## src/rtl/rdma_stream_demux_pkg.sv

```systemverilog
// =============================================================================
// Module   : cnn_dma_pkg
// Purpose  : Shared state encodings, bank count and address-width helper for
//            the RDMA stream demultiplexer.
// Revision : 1.0
// =============================================================================
`default_nettype none

package cnn_dma_pkg;

  localparam int NUM_INFMAP_BANK = 2;

  typedef logic [1:0] dma_state_t;

  localparam logic [1:0] S_IDLE   = 2'd0;
  localparam logic [1:0] S_PARAM  = 2'd1;
  localparam logic [1:0] S_INFMAP = 2'd2;

  // A one-word buffer still needs a one-bit address.
  function automatic int addr_width(input int n);
    return (n < 2) ? 1 : $clog2(n);
  endfunction

endpackage

`default_nettype wire

```

## src/rtl/rdma_stream_demux_if.sv

```systemverilog
// =============================================================================
// Module   : rdma_stream_demux_if
// Purpose  : RDMA stream port: data/write strobe, backpressure and load tags.
// Revision : 1.0
// =============================================================================
`default_nettype none

interface rdma_stream_demux_if #(
  parameter int DATA_W = 32
) ();

  logic [DATA_W-1:0] din;
  logic              write;
  logic              full_n;
  logic              rd_param;
  logic              rd_infmap;

  modport master (output din, write, rd_param, rd_infmap, input full_n);
  modport slave  (input din, write, rd_param, rd_infmap, output full_n);

endinterface

`default_nettype wire

```

## src/rtl/rdma_stream_demux_infmap_bank_ctrl.sv

```systemverilog
// =============================================================================
// Module   : infmap_bank_ctrl
// Purpose  : Ping-pong bank pointer and per-bank ownership handed to the core.
// Revision : 1.0
// =============================================================================
`default_nettype none

module infmap_bank_ctrl
  import cnn_dma_pkg::*;
(
  input  logic                       clk,
  input  logic                       rst,
  input  logic                       load_done,
  input  logic [NUM_INFMAP_BANK-1:0] bank_release,
  output logic                       ptr,
  output logic [NUM_INFMAP_BANK-1:0] bank_valid
);

  logic [NUM_INFMAP_BANK-1:0] set_mask;

  always_comb begin
    set_mask      = '0;
    set_mask[ptr] = load_done;
  end

  // A set overrides a simultaneous release of the same bank.
  always_ff @(posedge clk) begin
    if (rst) begin
      ptr        <= 1'b0;
      bank_valid <= '0;
    end else begin
      bank_valid <= (bank_valid & ~bank_release) | set_mask;
      if (load_done) ptr <= ~ptr;
    end
  end

endmodule

`default_nettype wire

```

## src/rtl/rdma_stream_demux.sv

```systemverilog
// =============================================================================
// Module   : rdma_stream_demux
// Purpose  : Routes RDMA stream words to the parameter buffer or ping-pong
//            infmap banks with sequential addressing and backpressure.
// Revision : 1.0
// =============================================================================
`default_nettype none

module rdma_stream_demux
  import cnn_dma_pkg::*;
#(
  parameter int C_DATA_W      = 32,
  parameter int NUM_RD_PARAM  = 1,
  parameter int NUM_RD_INFMAP = 1,
  parameter int PARAM_AW      = addr_width(NUM_RD_PARAM),
  parameter int INFMAP_AW     = addr_width(NUM_RD_INFMAP)
) (
  input  logic                       ap_clk,
  input  logic                       areset,
  rdma_stream_demux_if.slave         strm,
  output logic                       o_param_we,
  output logic [PARAM_AW-1:0]        o_param_addr,
  output logic [C_DATA_W-1:0]        o_param_wdata,
  output logic                       o_param_done,
  output logic                       o_infmap_we,
  output logic                       o_infmap_bank,
  output logic [INFMAP_AW-1:0]       o_infmap_addr,
  output logic [C_DATA_W-1:0]        o_infmap_wdata,
  output logic [NUM_INFMAP_BANK-1:0] o_bank_valid,
  input  logic [NUM_INFMAP_BANK-1:0] i_bank_release,
  output logic                       o_ovf_err,
  output logic                       o_idle
);

  localparam logic [PARAM_AW-1:0]  PARAM_LAST  = PARAM_AW'(NUM_RD_PARAM - 1);
  localparam logic [INFMAP_AW-1:0] INFMAP_LAST = INFMAP_AW'(NUM_RD_INFMAP - 1);

  dma_state_t           state, state_nxt;
  logic                 full_n;
  logic [PARAM_AW-1:0]  param_cnt;
  logic [INFMAP_AW-1:0] infmap_cnt;
  logic                 ptr;
  logic                 accept, param_acc, infmap_acc, param_last, infmap_last;

  assign accept      = strm.write & full_n;
  assign param_acc   = accept && (state == S_PARAM);
  assign infmap_acc  = accept && (state == S_INFMAP);
  assign param_last  = param_acc && (param_cnt == PARAM_LAST);
  assign infmap_last = infmap_acc && (infmap_cnt == INFMAP_LAST);
  assign strm.full_n = full_n;
  assign o_idle      = (state == S_IDLE);

  // Tags are sampled only in idle; a tag dropping mid-load is ignored.
  always_comb begin
    state_nxt = state;
    case (state)
      S_IDLE: begin
        if (strm.rd_param)                               state_nxt = S_PARAM;
        else if (strm.rd_infmap && !o_bank_valid[ptr])   state_nxt = S_INFMAP;
      end
      S_PARAM:  if (param_last)  state_nxt = S_IDLE;
      S_INFMAP: if (infmap_last) state_nxt = S_IDLE;
      default:  state_nxt = S_IDLE;
    endcase
  end

  always_ff @(posedge ap_clk) begin
    if (areset) begin
      state          <= S_IDLE;
      full_n         <= 1'b0;
      param_cnt      <= '0;
      infmap_cnt     <= '0;
      o_param_we     <= 1'b0;
      o_param_addr   <= '0;
      o_param_wdata  <= '0;
      o_param_done   <= 1'b0;
      o_infmap_we    <= 1'b0;
      o_infmap_bank  <= 1'b0;
      o_infmap_addr  <= '0;
      o_infmap_wdata <= '0;
      o_ovf_err      <= 1'b0;
    end else begin
      state          <= state_nxt;
      full_n         <= (state_nxt == S_PARAM) || (state_nxt == S_INFMAP);
      o_param_we     <= param_acc;
      o_param_addr   <= param_cnt;
      o_param_wdata  <= strm.din;
      o_param_done   <= param_last;
      o_infmap_we    <= infmap_acc;
      o_infmap_bank  <= ptr;
      o_infmap_addr  <= infmap_cnt;
      o_infmap_wdata <= strm.din;
      if (strm.write && !full_n) o_ovf_err <= 1'b1;
      if (param_acc)  param_cnt  <= param_last  ? '0 : param_cnt + 1'b1;
      if (infmap_acc) infmap_cnt <= infmap_last ? '0 : infmap_cnt + 1'b1;
    end
  end

  infmap_bank_ctrl u_bank_ctrl (
    .clk          (ap_clk),
    .rst          (areset),
    .load_done    (infmap_last),
    .bank_release (i_bank_release),
    .ptr          (ptr),
    .bank_valid   (o_bank_valid)
  );

endmodule

`default_nettype wire

```

## src/flat_wrapper.sv

```systemverilog
// flat-port wrapper written by rule: the top's interface ports become plain ports
module rdma_stream_demux_flat import cnn_dma_pkg::*;
#(
  parameter int C_DATA_W      = 32,
  parameter int NUM_RD_PARAM  = 1,
  parameter int NUM_RD_INFMAP = 1,
  parameter int PARAM_AW      = addr_width(NUM_RD_PARAM),
  parameter int INFMAP_AW     = addr_width(NUM_RD_INFMAP)
)
  (ap_clk, areset, o_param_we, o_param_addr, o_param_wdata, o_param_done, o_infmap_we, o_infmap_bank, o_infmap_addr, o_infmap_wdata, o_bank_valid, i_bank_release, o_ovf_err, o_idle, strm_din, strm_write, strm_rd_param, strm_rd_infmap, strm_full_n);
  rdma_stream_demux_if #(.DATA_W(32)) strm_i ();
  input  logic ap_clk;
  input  logic areset;
  output logic o_param_we;
  output logic [PARAM_AW-1:0] o_param_addr;
  output logic [C_DATA_W-1:0] o_param_wdata;
  output logic o_param_done;
  output logic o_infmap_we;
  output logic o_infmap_bank;
  output logic [INFMAP_AW-1:0] o_infmap_addr;
  output logic [C_DATA_W-1:0] o_infmap_wdata;
  output logic [NUM_INFMAP_BANK-1:0] o_bank_valid;
  input  logic [NUM_INFMAP_BANK-1:0] i_bank_release;
  output logic o_ovf_err;
  output logic o_idle;
  input wire logic [$bits(strm_i.din)-1:0] strm_din;
  input wire logic [$bits(strm_i.write)-1:0] strm_write;
  input wire logic [$bits(strm_i.rd_param)-1:0] strm_rd_param;
  input wire logic [$bits(strm_i.rd_infmap)-1:0] strm_rd_infmap;
  output wire logic [$bits(strm_i.full_n)-1:0] strm_full_n;
  assign strm_i.din = strm_din;
  assign strm_i.write = strm_write;
  assign strm_i.rd_param = strm_rd_param;
  assign strm_i.rd_infmap = strm_rd_infmap;
  assign strm_full_n = strm_i.full_n;
  rdma_stream_demux #(.C_DATA_W(C_DATA_W), .NUM_RD_PARAM(NUM_RD_PARAM), .NUM_RD_INFMAP(NUM_RD_INFMAP), .PARAM_AW(PARAM_AW), .INFMAP_AW(INFMAP_AW)) u_core (.ap_clk(ap_clk), .areset(areset), .strm(strm_i), .o_param_we(o_param_we), .o_param_addr(o_param_addr), .o_param_wdata(o_param_wdata), .o_param_done(o_param_done), .o_infmap_we(o_infmap_we), .o_infmap_bank(o_infmap_bank), .o_infmap_addr(o_infmap_addr), .o_infmap_wdata(o_infmap_wdata), .o_bank_valid(o_bank_valid), .i_bank_release(i_bank_release), .o_ovf_err(o_ovf_err), .o_idle(o_idle));
endmodule
```

## config.mk

```make
export PLATFORM = sky130hd
export DESIGN_NAME = rdma_stream_demux_flat
export DESIGN_NICKNAME = d
export VERILOG_FILES = /design/src/rtl/rdma_stream_demux_pkg.sv /design/src/rtl/rdma_stream_demux_if.sv /design/src/rtl/rdma_stream_demux_infmap_bank_ctrl.sv /design/src/rtl/rdma_stream_demux.sv /design/src/flat_wrapper.sv
export SDC_FILE = /design/constraint.sdc
export NUM_CORES = 1
export LEC_CHECK = 0
export CORE_UTILIZATION = 31
export DETAILED_ROUTE_END_ITERATION = 6
export PLACE_DENSITY = 0.86
export RECOVER_POWER = 50
export SLEW_MARGIN = 20
export SYNTH_ARGS = -nofsm -noshare
export SYNTH_HDL_FRONTEND = slang
export SYNTH_SLANG_ARGS = --single-unit
```

## constraint.sdc

```tcl
create_clock -name ap_clk -period 1.1 [get_ports ap_clk]
set_input_delay 0.22 -clock ap_clk [delete_from_list [all_inputs] [get_ports ap_clk]]
set_output_delay 0.22 -clock ap_clk [all_outputs]
set_load 0.01 [all_outputs]
```

Yosys cells after proc, flatten, opt, wreduce, memory -nomap -nowiden:

Cells that the tools add are included.

* $lt $le $gt $ge: 2
* eq/ne operators: 4
* bitwise logic cells: 8
* multiplexer cells: 11
* reductions and logical operators: 11
* $add $sub $neg: 2

Operators with widths (count)
* $mux 2: 4
* $logic_and 1x1->1: 7
* $pmux 2 s3: 1
* $mux 1: 5
* $and 2x2->2: 2
* $eq 2x1->1 const B: 2
* $eq 2x2->1 const B: 2
* $not 1->1: 3
* $add 1x1->1 const B: 2
* $logic_not 1->1: 2
* $logic_not 2->1: 1
* $lt 1x2->1 const B: 1
* $not 2->2: 1
* $or 2x2->2: 1
* $and 1x1->1: 1
* $demux 1 s1: 1
* $ge 1x1->1 const B: 1
* $logic_or 1x1->1: 1

* bits of input ports: 39
* output and inout bits: 75
* word-level logic and storage cells: 52
* register bits after elaboration: 47

Depth between registers and ports, before layout:

Gate-level depths: netlist (run 1).

* depth in word-level cells: 9
* gate-level depth with buffers: 3
* gate-level depth less buffers: 3

Cells and area by module:

From an unflattened synthesis (run 1), not the netlist that was laid out.

* cells, all modules: 149
* area total of the unflattened synthesis: 1620.3 um^2

By module, submodules not included
* rdma_stream_demux: cells an instance 138, seq. area each 880.8 um^2, times used 1, area an instance 1505.2 um^2
* infmap_bank_ctrl: cells an instance 11, seq. area each 60.1 um^2, times used 1, area an instance 115.1 um^2

Worst setup path before layout (run 1):

Ideal clock, no wire load.

* path type: register -> register
* from: register u_core.full_n, in the netlist u_core.strm.full_n
* to: register u_core.param_cnt
* path buffers: 0
* cell stages (with the launch flop): 4
* data required time: 0.985 ns
* setup slack: -0.019 ns
* setup time: 0.115 ns
* data arrival time: 1.005 ns
* period minus slack after synthesis: 1.119 ns
* path through: dfxtp_1 -> nand2_1 -> or3_1 -> and2_1

* cells in the longest elaborated chain, start to end: 4

RTL lines
* from (decl): line rdma_stream_demux.sv:39 `logic full_n;`
* from (signal assigned): line rdma_stream_demux.sv:84 `full_n <= (state_nxt == S_PARAM) || (state_nxt == S_INFMAP);`
* $and 1x1->1 (*): line rdma_stream_demux.sv:45 `assign accept = strm.write & full_n;`
* $logic_and 1x1->1 (*): line rdma_stream_demux.sv:46 `assign param_acc = accept && (state == S_PARAM);`
* $logic_and 1x1->1: line rdma_stream_demux.sv:48 `assign param_last = param_acc && (param_cnt == PARAM_LAST);`
* $mux 1: line rdma_stream_demux.sv:94 `if (param_acc) param_cnt <= param_last ? '0 : param_cnt + 1'b1;`
* to (signal assigned): line rdma_stream_demux.sv:94
* to (decl): line rdma_stream_demux.sv:40 `logic [PARAM_AW-1:0] param_cnt;`

Mark *: on every way between the ends. The rest lies on a longest branch, timed or not.
A chain may end at the register's enable or synchronous reset.

Worst setup path after layout (run 1):

* from: register u_core.state[1]
* to: register u_core.u_bank_ctrl.bank_valid[0]

* cells in the longest elaborated chain, start to end: 5

RTL lines
* from (decl): line rdma_stream_demux.sv:38 `dma_state_t state, state_nxt;`
* from (signal assigned): line rdma_stream_demux.sv:83 `state <= state_nxt;`
* $eq 2x2->1: line rdma_stream_demux.sv:47 `assign infmap_acc = accept && (state == S_INFMAP);`
* $logic_and 1x1->1: line rdma_stream_demux.sv:47
* $logic_and 1x1->1: line rdma_stream_demux.sv:49 `assign infmap_last = infmap_acc && (infmap_cnt == INFMAP_LAST);`
* $and 2x2->2 (no line)
* $or 2x2->2: line rdma_stream_demux_infmap_bank_ctrl.sv:32 `bank_valid <= (bank_valid & ~bank_release) | set_mask;`
* to (signal assigned): line rdma_stream_demux_infmap_bank_ctrl.sv:32
* to (decl): line rdma_stream_demux_infmap_bank_ctrl.sv:16 `output logic [NUM_INFMAP_BANK-1:0] bank_valid`

No other way between the ends.

==> flow_summary_export.csv, run 1 <==
group,metric,value,unit
critical_path,critPathArrivalTime,1.37,ns
logic_synthesis,synth-seq-cells,47,
grt,grt_pass1_vias,1189,
run_status,failed_checks,"negative setup slack",
grt,gr-total-overflow,0,
critical_path,worst_r2r_path_depth,4,
logic_synthesis,synth-compound-area-share,4.75,%
timing,tightest_slew,0.234,ns
clock_tree,cts.sinks,47,
clock_tree,hold_buffers,0,
place,placed_cells,306,
clock_tree,cts_tree,"yes",
critical_path,critical_path_class,"reg2reg",
grt,antenna_found_initial,0,
grt,grt_max_degree,19,
die,die_y,74.0,um
min_path,min-delay-start,"strm_write",
layout,design_area,0.00271,mm2
logic_synthesis,synth_edf_count,0,
critical_path,cpPeakStageDelay,0.37,ns
logic_synthesis,synth.most_common_cell,"dfxtp_1",
timing,rsz0062_at_grt,"yes",
routing,detail_route.vias_per_cell,4.12,
routing,wl,3.96,mm
die,die_w,74.0,um
grt,grt_pass1_wl,5.31,mm
layout,layout-drive-gt1-share,51.0,%
logic_synthesis,synth_simple_gate_area_share,19.0,%
power,power_density,1270,mW/mm2
timing,fin_ws,-0.0495,ns
clock_tree,htreeDepth,2,
timing,fin_skew,0.00159,ns
routing,drt-initial-drc-count,7,
place,place_congestion,0.821,
routing,drc,0,
min_path,whs_endpoint,"u_core.o_ovf_err$_SDFFE_PP0P_",
place,port_buffers,113,
critical_path,worstPathRequired,1.32,ns
logic_synthesis,netlist_area,0.00161,mm2
layout,syn2layout_area_growth,68.6,%
die,io_pins,114,
logic_synthesis,seq_area_frac_synth,58.6,%
power,p_leak,1.16,nW
logic_synthesis,synth_top_area_share,58.6,%
min_path,hold_depth,3,
grt,gr-usage-all-layers,13.1,%
routing,dr.pass1.iters,4,
die,start_util,33.1,%
logic_synthesis,syn_inst,150,
grt,grt-busiest-layer,"met2",
timing,drv_slew,0,
logic_synthesis,synthTopCellsByArea,"dfxtp_1 (59%), buf_4 (15%), nor2b_1 (14%), nor2_1 (1.4%), clkbuf_1 (1.2%)",
timing,period_share,105,%
critical_path,crit_path_end_kind,"register",
place,placed_cell_area,0.00267,mm2
clock_tree,clock_latency,0.29,ns
logic_synthesis,yosys-top-cells-count,"dfxtp_1 (47), nor2b_1 (35), buf_4 (32), nor2_1 (6), clkbuf_1 (5)",
layout,instances_no_fill,316,
clock_tree,cts_buffers,5,
critical_path,cp-start-kind,"register",
critical_path,r2r_slack,-0.05,ns
grt,grtUsageMet1,12.9,%
logic_synthesis,avgSynthCellArea,10.7,um2
layout,finalNetCount,288,
logic_synthesis,yosysWarnings,0,
run_status,outcome,"complete, but fails checks",
critical_path,cp_slowest_cell,"dfxtp_2",
grt,use_met2,25.1,%
logic_synthesis,async_reset_ff_share,0,%
logic_synthesis,synthMuxAreaShare,0.623,%
power,vdd_drop_max,521,uV
logic_synthesis,synth-xor-area-share,0,%
logic_synthesis,synth_fa_ha_area_share,0,%
die,dieArea,0.00547,mm2
routing,vias,1301,
place,dp_hpwl,2.89,mm
critical_path,worstReg2RegEnd,"u_core.u_bank_ctrl.bank_valid[0]$_SDFF_PP0_",
critical_path,critical_path.cell_chain,"buf_6 > nand4b_4 > or3_4 > a21oi_1",
logic_synthesis,synth_largest_area_cell,"dfxtp_1",
logic_synthesis,ys_types,22,
critical_path,crit_fanout,5,
logic_synthesis,synthesis.nets,189,
die,rows,25,
routing,wl_per_cell,12.5,um
routing,ant_nets,0,
die,core,0.00485,mm2
timing,setup_viol,3,
clock_tree,cts_root_buf,"clkbuf_8",
layout,n_antenna_cell,0,
min_path,hold_class,"in2reg",
timing,period_needed,1.15,ns
timing,fmax,0.870,GHz
grt,use_met3,3.52,%
timing,slew_headroom,84.4,%
timing,hold_viol_final,0,
logic_synthesis,synth_top_family_by_area,"simple AND/OR/NAND/NOR gates",
clock_tree,clk_pin_slew_worst_paths,0.08,ns
clock_tree,cts_buffer_depth,2,
logic_synthesis,synthFlopType,"dfxtp_1",
flow_run,max-cap-violations,0,
critical_path,timing.rr.start,"u_core.state[1]$_SDFF_PP0_",
-- cells in the final DEF, fill, tap and decap left out --
cell type	n
a21oi_1	2
a21oi_2	1
a221oi_2	1
a31oi_1	1
and2_1	1
and2_4	1
buf_12	1
buf_2	4
buf_4	13
buf_6	2
clkbuf_1	1
clkbuf_2	36
clkbuf_8	6
clkdlybuf4s15_1	4
clkdlybuf4s15_2	30
clkdlybuf4s50_1	36
clkinv_2	1
dfxtp_1	24
dfxtp_2	21
dfxtp_4	2
dlygate4sd2_1	1
dlygate4sd3_1	1
inv_1	3
inv_2	1
mux2i_1	1
nand2_1	1
nand2b_1	1
nand4b_1	1
nand4b_4	1
nor2_1	5
nor2_4	1
nor2b_1	35
nor3_1	1
o211ai_1	1
o21ai_1	1
o21ba_4	1
o31ai_2	2
o32ai_1	1
or3_4	2
-- sequential cells by signal (all words and copies together) (netlist names) --
name and count:
u_core.o_param_wdata 32, u_core.state 2, u_core.u_bank_ctrl.bank_valid 2, u_core.infmap_cnt 1
u_core.o_infmap_addr 1, u_core.o_infmap_bank 1, u_core.o_infmap_we 1, u_core.o_ovf_err 1
u_core.o_param_addr 1, u_core.o_param_done 1, u_core.o_param_we 1, u_core.param_cnt 1
u_core.strm.full_n 1, u_core.u_bank_ctrl.ptr 1
-- cell families (layout without fill, tap and decap cells) --
logic type / after synthesis / after routing
simple gates: 50 / 50
flops: 47 / 47
buf+inv: 41 / 140
compound gates: 11 / 11
mux: 1 / 1
-- how the worst max path moves through the flow --
stage	start	to	slack, ns	cells after the start
2_1_floorplan	u_core.state[0]$_SDFF_PP0_	u_core.param_cnt$_SDFFE_PP0P_	0.005	3
3_3_place_gp	strm_write	u_core.param_cnt$_SDFFE_PP0P_	-0.35	4
3_5_place_dp	strm_write	u_core.param_cnt$_SDFFE_PP0P_	-0.37	4
4_1_cts	u_core.state[0]$_SDFF_PP0_	o_idle	-0.15	2
5_1_grt	u_core.state[1]$_SDFF_PP0_	u_core.u_bank_ctrl.bank_valid[0]$_SDFF_PP0_	-0.11	4
6_report	u_core.state[1]$_SDFF_PP0_	u_core.u_bank_ctrl.bank_valid[0]$_SDFF_PP0_	-0.05	4
-- cell type report --
| class | count | area, um2 |
|---|---|---|
| Inverter | 4 | 15.0 |
| Tap cell | 67 | 83.8 |
| Fill cell | 449 | 2140 |
| Clock inverter | 1 | 5.00 |
| Sequential cell | 47 | 975 |
| Multi-Input combinational cell | 62 | 447 |
| Clock buffer | 6 | 82.6 |
| Timing Repair Buffer | 129 | 1100 |
-- worst max-delay path: cells and delay by family, from the launching register on --
kind            cells  cell delay, ns
compound gates      1            0.13
simple gates        2            0.46
buf+inv             1            0.13
flops               1            0.37
-- timing repair --
item / CTS / global route
gates cloned: 0 / 0
pin swaps: 2 / 4
resized for setup: 196 / 70
setup endpoints to repair: 80 / 66
buffers inserted: 0 / 3
-- report_power, final --
part	leakage (nW)	switching (mW)	internal, mW	total (mW)
clock	0.0470	0.530	0.494	1.02
combinational	0.713	0.220	0.354	0.575
sequential	0.396	0.0544	1.79	1.84
-- metrics by stage --
step / hold WS [ns] / setup TNS [ns] / setup WS, ns / total power, mW / utilization, %
floorplan: 0.348 / 0 / 0.00484 / 2.12 / -
global placement: 0.446 / -5.42 / -0.350 / 2.48 / 55.1
detailed placement: 0.447 / -6.40 / -0.366 / 2.50 / 55.1
CTS: 0.354 / -0.270 / -0.153 / 3.47 / 58.0
global route: 0.426 / -0.389 / -0.109 / 3.60 / 55.9
finish: 0.402 / -0.105 / -0.0495 / 3.44 / 55.9
-- routing by layer --
| metal | part of all wire, % | up-vias |
|---|---|---|
| met3 | 8.9 | 7 |
| met4 | 1.9 | 0 |
| met5 | 0 | - |
| met2 | 54 | 74 |
| li1 | - | 641 |
| met1 | 36 | 579 |
Power figures use the tool's default switching activity.
==> run 2, diff against run 1 <==
CAP_MARGIN = 20   (was unset)
SLEW_MARGIN = unset   (was 20)
==> results of run 2 <==
Final layout, timing and power as in run 1 (identical DEF).
==> RTL edit: new RTL, settings of run 1 <==
Put one more register stage on the output `o_ovf_err`, cleared by the reset. The value now appears one clock later. The other outputs are not delayed to match.
--- a/src/rtl/rdma_stream_demux.sv
+++ b/src/rtl/rdma_stream_demux.sv
@@ -36,2 +36,4 @@
   localparam logic [INFMAP_AW-1:0] INFMAP_LAST = INFMAP_AW'(NUM_RD_INFMAP - 1);
+
+  logic o_ovf_err_s0;
 
@@ -80,3 +82,3 @@
       o_infmap_wdata <= '0;
-      o_ovf_err      <= 1'b0;
+      o_ovf_err_s0   <= 1'b0;
     end else begin
@@ -92,3 +94,3 @@
       o_infmap_wdata <= strm.din;
-      if (strm.write && !full_n) o_ovf_err <= 1'b1;
+      if (strm.write && !full_n) o_ovf_err_s0 <= 1'b1;
       if (param_acc)  param_cnt  <= param_last  ? '0 : param_cnt + 1'b1;
@@ -107,2 +109,10 @@
 
+  always_ff @(posedge ap_clk) begin
+    if (areset) begin
+      o_ovf_err <= '0;
+    end else begin
+      o_ovf_err <= o_ovf_err_s0;
+    end
+  end
+
 endmodule
Behaviour: not the same (a bounded check fails within 4 cycles, from zero or initial values and one cycle with areset high).
==> RTL edit against run 1 <==
- the run ends with design-rule violations, negative setup slack left
- die area is 1.6% higher
- synthesized area rose by 1.6%
- combinational power decreased by 9.0%
- power is 6.0% higher
- non-clock buffer count shrank 6
- count of clock-buffer cells in the layout decreased by 1
- setup slack worse by 0.016 ns
- routed wire length decreased by 4.1%
- sequential cell count up 1
- critical path depth stayed put
- design area decreased by 3.6%
- largest cell class is now sequential cells
- highest routed layer unchanged
==> RTL edit: results (changes against run 1) <==
Logic synthesis
  – Synth Warn #: 0 (unchanged)
  – Main synth FF type: dfxtp_1 (unchanged)
  – Post-synthesis sequential area ratio: 58.9% (was 58.6%)
  – Netlist cell types: 22 (unchanged)
  – EDFF count, synth: 0 (unchanged)
  – Ys async rst share: 0% (unchanged)
  – Top cells by area, synth: dfxtp_1 59%, buf_4 15%, nor2b_1 14% (unchanged)
  – Synthesized netlist cell count: 152 (was 150)
  – Post-synthesis net count: 191 (was 189)
  – Commonest cells in the netlist: 48 x dfxtp_1, 36 x nor2b_1, 32 x buf_4, 6 x nor2_1, 5 x clkbuf_1 (was 47 x dfxtp_1, 35 x nor2b_1, 32 x buf_4, 6 x nor2_1, 5 x clkbuf_1)

Global routing
  – Largest net degree at the start of global routing: 25 (was 19)
  – Initial antenna violation count: 0 (unchanged)
  – GRT Overall Usage: 12.3% (was 13.1%)
  – First-pass GRT wire length: 5.09 mm (was 5.31 mm)
  – Vias in the first global route: 1164 (was 1189)

Worst hold path
  – Worst Hold Class: in2reg (unchanged)
  – Min-delay src: areset (was strm_write)

Worst setup path
  – Family with the most delay on the worst path: flip-flops (was simple AND/OR/NAND/NOR gates)
  – Slowest cell delay on critical path: 0.34 ns (was 0.37 ns)
  – Crit path launch: u_core.u_bank_ctrl.bank_valid[0] (was u_core.state[1])
  – CP max-delay cell: dfxtp_2 (unchanged)
  – Crit-path max FO: 2 (was 5)
  – Arr. time, crit path: 1.35 ns (was 1.37 ns)

STA
  – Final WS setup: -0.0658 ns (was -0.0495 ns)
  – Setup Viol. Count Final: 5 (was 3)
  – Clk_skew: 0.00296 ns (was 0.00159 ns)
  – Least-Margin Pin Slew: 0.337 ns (was 0.234 ns)

Power
  – Leak pwr: 0.00115 uW (was 0.00116 uW)
  – Largest vdd supply drop: 0.604 mV (was 0.521 mV)

Finish
  – Share of cells above drive strength 1: 53.3% (was 51.0%)
  – Regs by FF count: u_core.o_param_wdata x32, u_core.state x2, u_core.u_bank_ctrl.bank_valid x2 (unchanged)
  – Ant. Diodes: 0 (unchanged)
  – Non-filler cells, final: 316 (unchanged)
  – Final net count: 284 (was 288)

Routing
  – DRC viols: 1 (was 0)
  – Number of vias per cell: 4.10 (was 4.12)
  – Initial DRC Count: 13 (was 7)
  – DR WL/cell: 12.0 um (was 12.5 um)
  – Drt pass-1 iters: 7 (was 4)

Clocking
  – Num CTS Buffers: 5 (unchanged)
  – Root Buffer: clkbuf_8 (unchanged)
  – Worst skew pair latency: 0.29 ns (about the same)
  – H-Tree Depth: 2 (unchanged)

Status
  – Outcome: complete, but fails checks (unchanged)
  – Failing checks: design-rule violations, negative setup slack (was negative setup slack)

Placed design
  – Placer Congestion: 0.751 (was 0.821)
  – Setup WS pre-CTS: -0.406 ns (was -0.366 ns)
  – Post-DP HPWL: 2.81 mm (was 2.89 mm)
-- RTL edit: kinds of logic (layout without fill, tap and decap cells) --
kind of cell           count (synthesis)  count (layout)  synth area share, %
buffers and inverters                 41             135                 16.8
DFF                                   48              48                 58.9
and+or+nand+nor                       51              51                 19.1
muxes                                  1               1                0.613
AOI/OAI and AO/OA                     11              11                 4.67
-- RTL edit: worst reg2reg max path: stages, from the launching register on --
cell	delay [ns]
dfxtp_2	0.34
buf_4	0.13
mux2i_1	0.13
nand4b_1	0.15
a221oi_1	0.31
-- RTL edit: repair_timing --
action | in CTS | in global routing
endpoints found under the setup margin | 79 | 77
buffers inserted | 0 | 2
pin swaps | 0 | 2
resized for setup | 211 | 80
-- RTL edit: metrics by stage --
| stage | area [um2] | utilization [%] | hold slack [ns] | setup TNS (ns) |
|---|---|---|---|---|
| 2_1_floorplan | 1630 | - | 0.348 | 0 |
| 3_3_place_gp | 2660 | 52.4 | 0.439 | -2.72 |
| 3_5_place_dp | 2660 | 52.4 | 0.440 | -3.14 |
| 4_1_cts | 2840 | 56.0 | 0.285 | -0.302 |
| 5_1_grt | 2610 | 51.5 | 0.311 | -0.533 |
| 6_report | 2610 | 51.5 | 0.297 | -0.209 |
-- RTL edit: area by class of cell --
type                    count  area (um2)
flip-flops and latches     48        1000
inverters                   4        15.0
clock inverters             3        42.5
clock buffers               5        68.8
well taps                  70        87.6
multi-input cells          63         433
fillers                   510        2460
repair buffers            123         965
-- RTL edit: worst paths after layout --
kind	to	cells after the start
min reg2reg	u_core.o_param_done	1
max	u_core.state[1]	4
min	u_core.state[0]	2
max reg2reg	u_core.state[1]	4
-- RTL edit: power breakdown --
| part | switching, uW | total [uW] | internal [uW] |
|---|---|---|---|
| combinational | 212 | 523 | 311 |
| clock | 575 | 1250 | 673 |
| sequential | 46.9 | 1880 | 1830 |
-- RTL edit: per-layer routing --
metal	GRT usage [%]	wire length (um)	share of wire (%)
met1	12.4	1410	37
met2	22.8	2050	54
met3	4.34	328	8.6
met4	5.03	14	0.37
met5	0	0	0
